===== src/rtl/rtc_reg_master.sv =====
//==============================================================================
// Module   : rtc_reg_master
// Brief    : RTC register-bus initiator; arbitrates host commands and the
//            time/date snapshot engine, with a bounded ack timeout per access.
// Revision : 1.0
//==============================================================================
`default_nettype none

module rtc_reg_master #(
  parameter logic [4:0]  TIME_ADDR = 5'h00,
  parameter logic [4:0]  DATE_ADDR = 5'h01,
  parameter int unsigned TIMEOUT   = 64
) (
  input  logic        rtc_clk,
  input  logic        rst,
  input  logic        cmd_valid,
  output logic        cmd_ready,
  input  logic        cmd_wr,
  input  logic [4:0]  cmd_addr,
  input  logic [31:0] cmd_wdata,
  input  logic [3:0]  cmd_be,
  output logic        rsp_valid,
  output logic [31:0] rsp_rdata,
  output logic        rsp_err,
  input  logic        snap_en,
  input  logic        snap_trig,
  output logic        snap_valid,
  output logic [31:0] snap_time,
  output logic [31:0] snap_date,
  output logic        snap_err,
  output logic        snap_drop,
  output logic        reg_cs,
  output logic [4:0]  reg_addr,
  output logic [31:0] reg_wdata,
  output logic [3:0]  reg_be,
  output logic        reg_wr,
  input  logic [31:0] reg_rdata,
  input  logic        reg_ack
);

  typedef enum logic [1:0] {
    ST_IDLE   = 2'd0,
    ST_CMD    = 2'd1,
    ST_SNAP_T = 2'd2,
    ST_SNAP_D = 2'd3
  } state_t;

  localparam logic [7:0] TO_LAST = 8'(TIMEOUT - 1);

  state_t      state_q, state_d;
  logic        snap_pend_q, snap_pend_d;
  logic        snap_drop_q, snap_drop_d;
  logic [7:0]  cnt_q, cnt_d;
  logic        reg_cs_q, reg_cs_d;
  logic        reg_wr_q, reg_wr_d;
  logic [4:0]  reg_addr_q, reg_addr_d;
  logic [31:0] reg_wdata_q, reg_wdata_d;
  logic [3:0]  reg_be_q, reg_be_d;
  logic        rsp_valid_q, rsp_valid_d;
  logic [31:0] rsp_rdata_q, rsp_rdata_d;
  logic        rsp_err_q, rsp_err_d;
  logic        snap_valid_q, snap_valid_d;
  logic [31:0] snap_time_q, snap_time_d;
  logic [31:0] snap_date_q, snap_date_d;
  logic        snap_err_q, snap_err_d;
  logic [31:0] tmp_time_q, tmp_time_d;
  logic        tmp_err_q, tmp_err_d;

  logic trig_en, ready_w, hit, tmo, acc_end, enter_t;

  assign trig_en   = snap_trig && snap_en;
  assign ready_w   = (state_q == ST_IDLE) && !snap_pend_q && !trig_en;
  // reg_ack only counts while the bus is selected; ack on the last cycle beats timeout
  assign hit       = reg_cs_q && reg_ack;
  assign tmo       = reg_cs_q && !reg_ack && (cnt_q == TO_LAST);
  assign acc_end   = hit || tmo;

  always_comb begin
    state_d      = state_q;
    cnt_d        = cnt_q;
    reg_cs_d     = reg_cs_q;
    reg_wr_d     = reg_wr_q;
    reg_addr_d   = reg_addr_q;
    reg_wdata_d  = reg_wdata_q;
    reg_be_d     = reg_be_q;
    rsp_valid_d  = 1'b0;
    rsp_rdata_d  = rsp_rdata_q;
    rsp_err_d    = rsp_err_q;
    snap_valid_d = 1'b0;
    snap_time_d  = snap_time_q;
    snap_date_d  = snap_date_q;
    snap_err_d   = snap_err_q;
    tmp_time_d   = tmp_time_q;
    tmp_err_d    = tmp_err_q;
    enter_t      = 1'b0;

    if (reg_cs_q) begin
      cnt_d = acc_end ? 8'd0 : cnt_q + 8'd1;
    end

    case (state_q)
      ST_IDLE: begin
        if (snap_pend_q) begin
          state_d     = ST_SNAP_T;
          enter_t     = 1'b1;
          reg_cs_d    = 1'b1;
          reg_wr_d    = 1'b0;
          reg_addr_d  = TIME_ADDR;
          reg_wdata_d = 32'd0;
          reg_be_d    = 4'hF;
        end else if (cmd_valid && ready_w) begin
          state_d     = ST_CMD;
          reg_cs_d    = 1'b1;
          reg_wr_d    = cmd_wr;
          reg_addr_d  = cmd_addr;
          reg_wdata_d = cmd_wdata;
          reg_be_d    = cmd_be;
        end
      end
      ST_CMD: begin
        if (acc_end) begin
          state_d     = ST_IDLE;
          reg_cs_d    = 1'b0;
          reg_wr_d    = 1'b0;
          rsp_valid_d = 1'b1;
          rsp_rdata_d = (hit && !reg_wr_q) ? reg_rdata : 32'd0;
          rsp_err_d   = tmo;
        end
      end
      ST_SNAP_T: begin
        if (acc_end) begin
          state_d    = ST_SNAP_D;
          reg_cs_d   = 1'b0;
          reg_addr_d = DATE_ADDR;
          tmp_time_d = hit ? reg_rdata : 32'd0;
          tmp_err_d  = tmo;
        end
      end
      ST_SNAP_D: begin
        // first cycle here is the idle gap between the two reads
        if (!reg_cs_q) begin
          reg_cs_d = 1'b1;
        end else if (acc_end) begin
          state_d      = ST_IDLE;
          reg_cs_d     = 1'b0;
          snap_valid_d = 1'b1;
          snap_time_d  = tmp_time_q;
          snap_date_d  = hit ? reg_rdata : 32'd0;
          snap_err_d   = tmp_err_q || tmo;
        end
      end
      default: state_d = ST_IDLE;
    endcase

    snap_pend_d = snap_en && (snap_trig || (snap_pend_q && !enter_t));
    snap_drop_d = trig_en && snap_pend_q;
  end

  always_ff @(posedge rtc_clk or posedge rst) begin
    if (rst) begin
      state_q      <= ST_IDLE;
      snap_pend_q  <= 1'b0;
      snap_drop_q  <= 1'b0;
      cnt_q        <= 8'd0;
      reg_cs_q     <= 1'b0;
      reg_wr_q     <= 1'b0;
      reg_addr_q   <= 5'd0;
      reg_wdata_q  <= 32'd0;
      reg_be_q     <= 4'd0;
      rsp_valid_q  <= 1'b0;
      rsp_rdata_q  <= 32'd0;
      rsp_err_q    <= 1'b0;
      snap_valid_q <= 1'b0;
      snap_time_q  <= 32'd0;
      snap_date_q  <= 32'd0;
      snap_err_q   <= 1'b0;
      tmp_time_q   <= 32'd0;
      tmp_err_q    <= 1'b0;
    end else begin
      state_q      <= state_d;
      snap_pend_q  <= snap_pend_d;
      snap_drop_q  <= snap_drop_d;
      cnt_q        <= cnt_d;
      reg_cs_q     <= reg_cs_d;
      reg_wr_q     <= reg_wr_d;
      reg_addr_q   <= reg_addr_d;
      reg_wdata_q  <= reg_wdata_d;
      reg_be_q     <= reg_be_d;
      rsp_valid_q  <= rsp_valid_d;
      rsp_rdata_q  <= rsp_rdata_d;
      rsp_err_q    <= rsp_err_d;
      snap_valid_q <= snap_valid_d;
      snap_time_q  <= snap_time_d;
      snap_date_q  <= snap_date_d;
      snap_err_q   <= snap_err_d;
      tmp_time_q   <= tmp_time_d;
      tmp_err_q    <= tmp_err_d;
    end
  end

  assign cmd_ready  = ready_w;
  assign rsp_valid  = rsp_valid_q;
  assign rsp_rdata  = rsp_rdata_q;
  assign rsp_err    = rsp_err_q;
  assign snap_valid = snap_valid_q;
  assign snap_time  = snap_time_q;
  assign snap_date  = snap_date_q;
  assign snap_err   = snap_err_q;
  assign snap_drop  = snap_drop_q;
  assign reg_cs     = reg_cs_q;
  assign reg_wr     = reg_wr_q;
  assign reg_addr   = reg_addr_q;
  assign reg_wdata  = reg_wdata_q;
  assign reg_be     = reg_be_q;

endmodule

`default_nettype wire


===== config.mk =====
export PLATFORM = sky130hd
export DESIGN_NAME = rtc_reg_master
export DESIGN_NICKNAME = d
export VERILOG_FILES = /design/src/rtl/rtc_reg_master.sv
export SDC_FILE = /design/constraint.sdc
export NUM_CORES = 1
export LEC_CHECK = 0
export ABC_AREA = 0
export CAP_MARGIN = 15
export CORE_UTILIZATION = 40
export DETAILED_ROUTE_END_ITERATION = 8
export PLACE_DENSITY = 0.75
export SKIP_CTS_REPAIR_TIMING = 1
export SLEW_MARGIN = 40
export SYNTH_ARGS = -nofsm -noshare
export SYNTH_HDL_FRONTEND = slang
export SYNTH_SLANG_ARGS = --single-unit

===== constraint.sdc =====
create_clock -name rtc_clk -period 8.2 [get_ports rtc_clk]
set_input_delay 0.82 -clock rtc_clk [delete_from_list [all_inputs] [get_ports rtc_clk]]
set_output_delay 0.82 -clock rtc_clk [all_outputs]
set_load 0.1 [all_outputs]

==> impl_metrics.env <==
export IMPL_cts_reportedPaths_clkPinSlew_ns=0.07
export IMPL_layout_min_cycle_time_ns=3.041
export IMPL_postSynthNetCount=569
export IMPL_drive_gt1_share_pct=32.12
export IMPL_clockRootBuffer="sky130_fd_sc_hd__clkbuf_16"
export IMPL_worst_hold_path_type="flop to flop"
export IMPL_clock_sinks=188
export IMPL_synth_sequential_area_ratio_pct=67.40
export IMPL_max_cap_violations=0
export IMPL_detailedRoute_firstPassIterationCount=4
export IMPL_cts_path_max_buffers=2
export IMPL_final_hold_viol_count=0
export IMPL_crit_path_max_fanout=9
export IMPL_rows=47
export IMPL_grt_setup_unrepaired="no"
export IMPL_core_area_mm2=0.01682
export IMPL_grt_pass1_vias=5337
export IMPL_synth_seq_cells=188
export IMPL_ys_top_cells_by_area="sky130_fd_sc_hd__dfrtp_1, sky130_fd_sc_hd__a22o_1, sky130_fd_sc_hd__mux2_2"
export IMPL_cts_buffers_inserted=17
export IMPL_initialDrtViolationCount=273
export IMPL_final_nets=789
export IMPL_setup_tns_ns=0
export IMPL_status="finished, final reports clean"
export IMPL_startpoint_type="flop"
export IMPL_syn2layout_area_growth_pct=34.79
export IMPL_chipWidth_um=134.1
export IMPL_final_max_slew_violation_count=0
export IMPL_final_common_cell="sky130_fd_sc_hd__dfrtp_1"
export IMPL_synth_largest_type_area_fraction_pct=67.40
export IMPL_fin_util_pct=55.94
export IMPL_antenna_found_initial=1
export IMPL_die_y_um=134.1
export IMPL_synth_edf_count=0
export IMPL_grt_start_max_net_pins=118
export IMPL_worst_setup_path_type="flop to output port"
export IMPL_vias=5144
export IMPL_boundaryPins=225
export IMPL_arrival_ns=2.22
export IMPL_netlist_cell_type_count=36
export IMPL_numPortBuffers=224
export IMPL_finalWirelength_um=18330
export IMPL_antenna_diode_count=0
export IMPL_avgViaCountPerCell=5.496
export IMPL_asyncSetResetFlopFracSynth_pct=100.0
export IMPL_synth_avg_cell_area_um2=14.45
export IMPL_grt_overflow_total=0
export IMPL_worst_setup_path_end_kind="output port"
export IMPL_initial_core_util_pct=41.50
export IMPL_worst_clock_skew_ns=0.01249
export IMPL_synth_area_leader="sky130_fd_sc_hd__dfrtp_1"
export IMPL_worstSkewPairLatency_ns=0.43
export IMPL_max_clock_freq_mhz=328.9
export IMPL_detail_route_drc_violations=0
export IMPL_synthesis_area_mm2=0.006980
export IMPL_gp_congestion=0.8849
export IMPL_clock_tree_from_tritoncts="yes"
export IMPL_post_synth_inst_count=483
export IMPL_synth_warnings=0
export IMPL_post_route_period_util_pct=37.08
export IMPL_crit_required_ns=7.38
export IMPL_global_route_usage_total_pct=21.06
export IMPL_timing_slew_headroom_pct=49.69
export IMPL_cts_htree_levels=4
export IMPL_post_drt_wl_per_cell_um=19.58
export IMPL_synth_main_ff_cell="sky130_fd_sc_hd__dfrtp_1"
export IMPL_dieArea_mm2=0.01798
export IMPL_dp_hpwl_um=12340
export IMPL_timing_final_setup_violations=0
export IMPL_grt_first_pass_wirelength_um=29150
export IMPL_slew_at_the_pin_with_the_worst_max_slew_slack_ns=0.7547
export IMPL_postRouteAntennaNets=0
export IMPL_layout_cells_most_common_list="sky130_fd_sc_hd__dfrtp_1, sky130_fd_sc_hd__buf_2, sky130_fd_sc_hd__a22o_1"
-- Yosys cell counts (3+ instances only) --
library cell	n
sky130_fd_sc_hd__ha_1	6
sky130_fd_sc_hd__or3_1	3
sky130_fd_sc_hd__nand3_1	8
sky130_fd_sc_hd__buf_2	4
sky130_fd_sc_hd__a22o_1	133
sky130_fd_sc_hd__inv_1	10
sky130_fd_sc_hd__nand2_1	9
sky130_fd_sc_hd__dfrtp_1	188
sky130_fd_sc_hd__o21ai_0	7
sky130_fd_sc_hd__clkbuf_1	29
sky130_fd_sc_hd__mux2i_1	4
sky130_fd_sc_hd__nor2_1	9
sky130_fd_sc_hd__o22a_1	3
sky130_fd_sc_hd__mux2_2	34
sky130_fd_sc_hd__nor3_1	3
sky130_fd_sc_hd__a21oi_1	7
-- area by class of cell --
class	count	area (um^2)
Inverter	11	53.80
Clock inverter	14	168.9
Tap cell	220	275.3
Fill cell	1371	7410
Sequential cell	188	4705
Clock buffer	18	439.2
Multi-Input combinational cell	251	2128
Timing Repair Buffer	234	1639
-- per-stage QoR --
stage	instance area, um^2	hold slack [ns]	instances	worst slack (ns)
global route	9409	0.5151	936	5.067
detailed placement	8768	0.4804	903	4.815
CTS	9376	0.5009	935	5.131
floorplan	6980	0.4606	483	2.266
finish	9409	0.4978	936	5.159
global placement	9435	0.4725	900	4.736
-- worst max-delay path, cell delays in order, from the launching register on --
cell,delay (ns)
sky130_fd_sc_hd__dfrtp_1,0.42
sky130_fd_sc_hd__inv_1,0.12
sky130_fd_sc_hd__ha_1,0.37
sky130_fd_sc_hd__nand2b_1,0.18
sky130_fd_sc_hd__a21oi_1,0.23
sky130_fd_sc_hd__buf_2,0.47
-- flip-flops by register name, summed over array words and instances, names as in the netlist, 2 cells and up --
signal      flops
tmp_time_q     32
reg_be          4
reg_wdata      32
cnt_q           8
snap_date      32
snap_time      32
state_q         2
reg_addr        5
rsp_rdata      32
-- cell families (layout without fill, tap and decap cells) --
logic type | after synthesis | after routing | share of synthesized area, %
fa+ha+maj | 6 | 6 | 1.075
simple gates | 43 | 43 | 3.209
buf+inv | 44 | 277 | 2.438
compound gates | 161 | 161 | 19.45
xor+xnor | 3 | 3 | 0.3765
mux | 38 | 38 | 6.058
flops | 188 | 188 | 67.40
-- layer usage --
layer	vias up	wire [um]	global-route usage [%]
met3	22	1630	7.748
li1	2258	-	-
met5	-	0	0
met2	226	8625	34.02
met4	0	298	6.492
met1	2638	7774	26.39
-- path summary, 6_finish.rpt --
check                              from              to  slack (ns)  cells past startpoint
max reg2reg                    cnt_q[0]    snap_time[2]        5.58                      7
max                          state_q[0]       cmd_ready        5.16                      5
min                        reg_wdata[2]    reg_wdata[2]        0.50                      1
min in group asynchronous           rst   reg_wdata[14]        0.90                      2
max in group asynchronous           rst  tmp_time_q[21]        6.20                      4
min reg2reg                reg_wdata[2]    reg_wdata[2]        0.50                      1
Power is left out: the tool's default activity adds up to more than one toggle a clock period on the data nets, which glitch-free logic cannot reach.
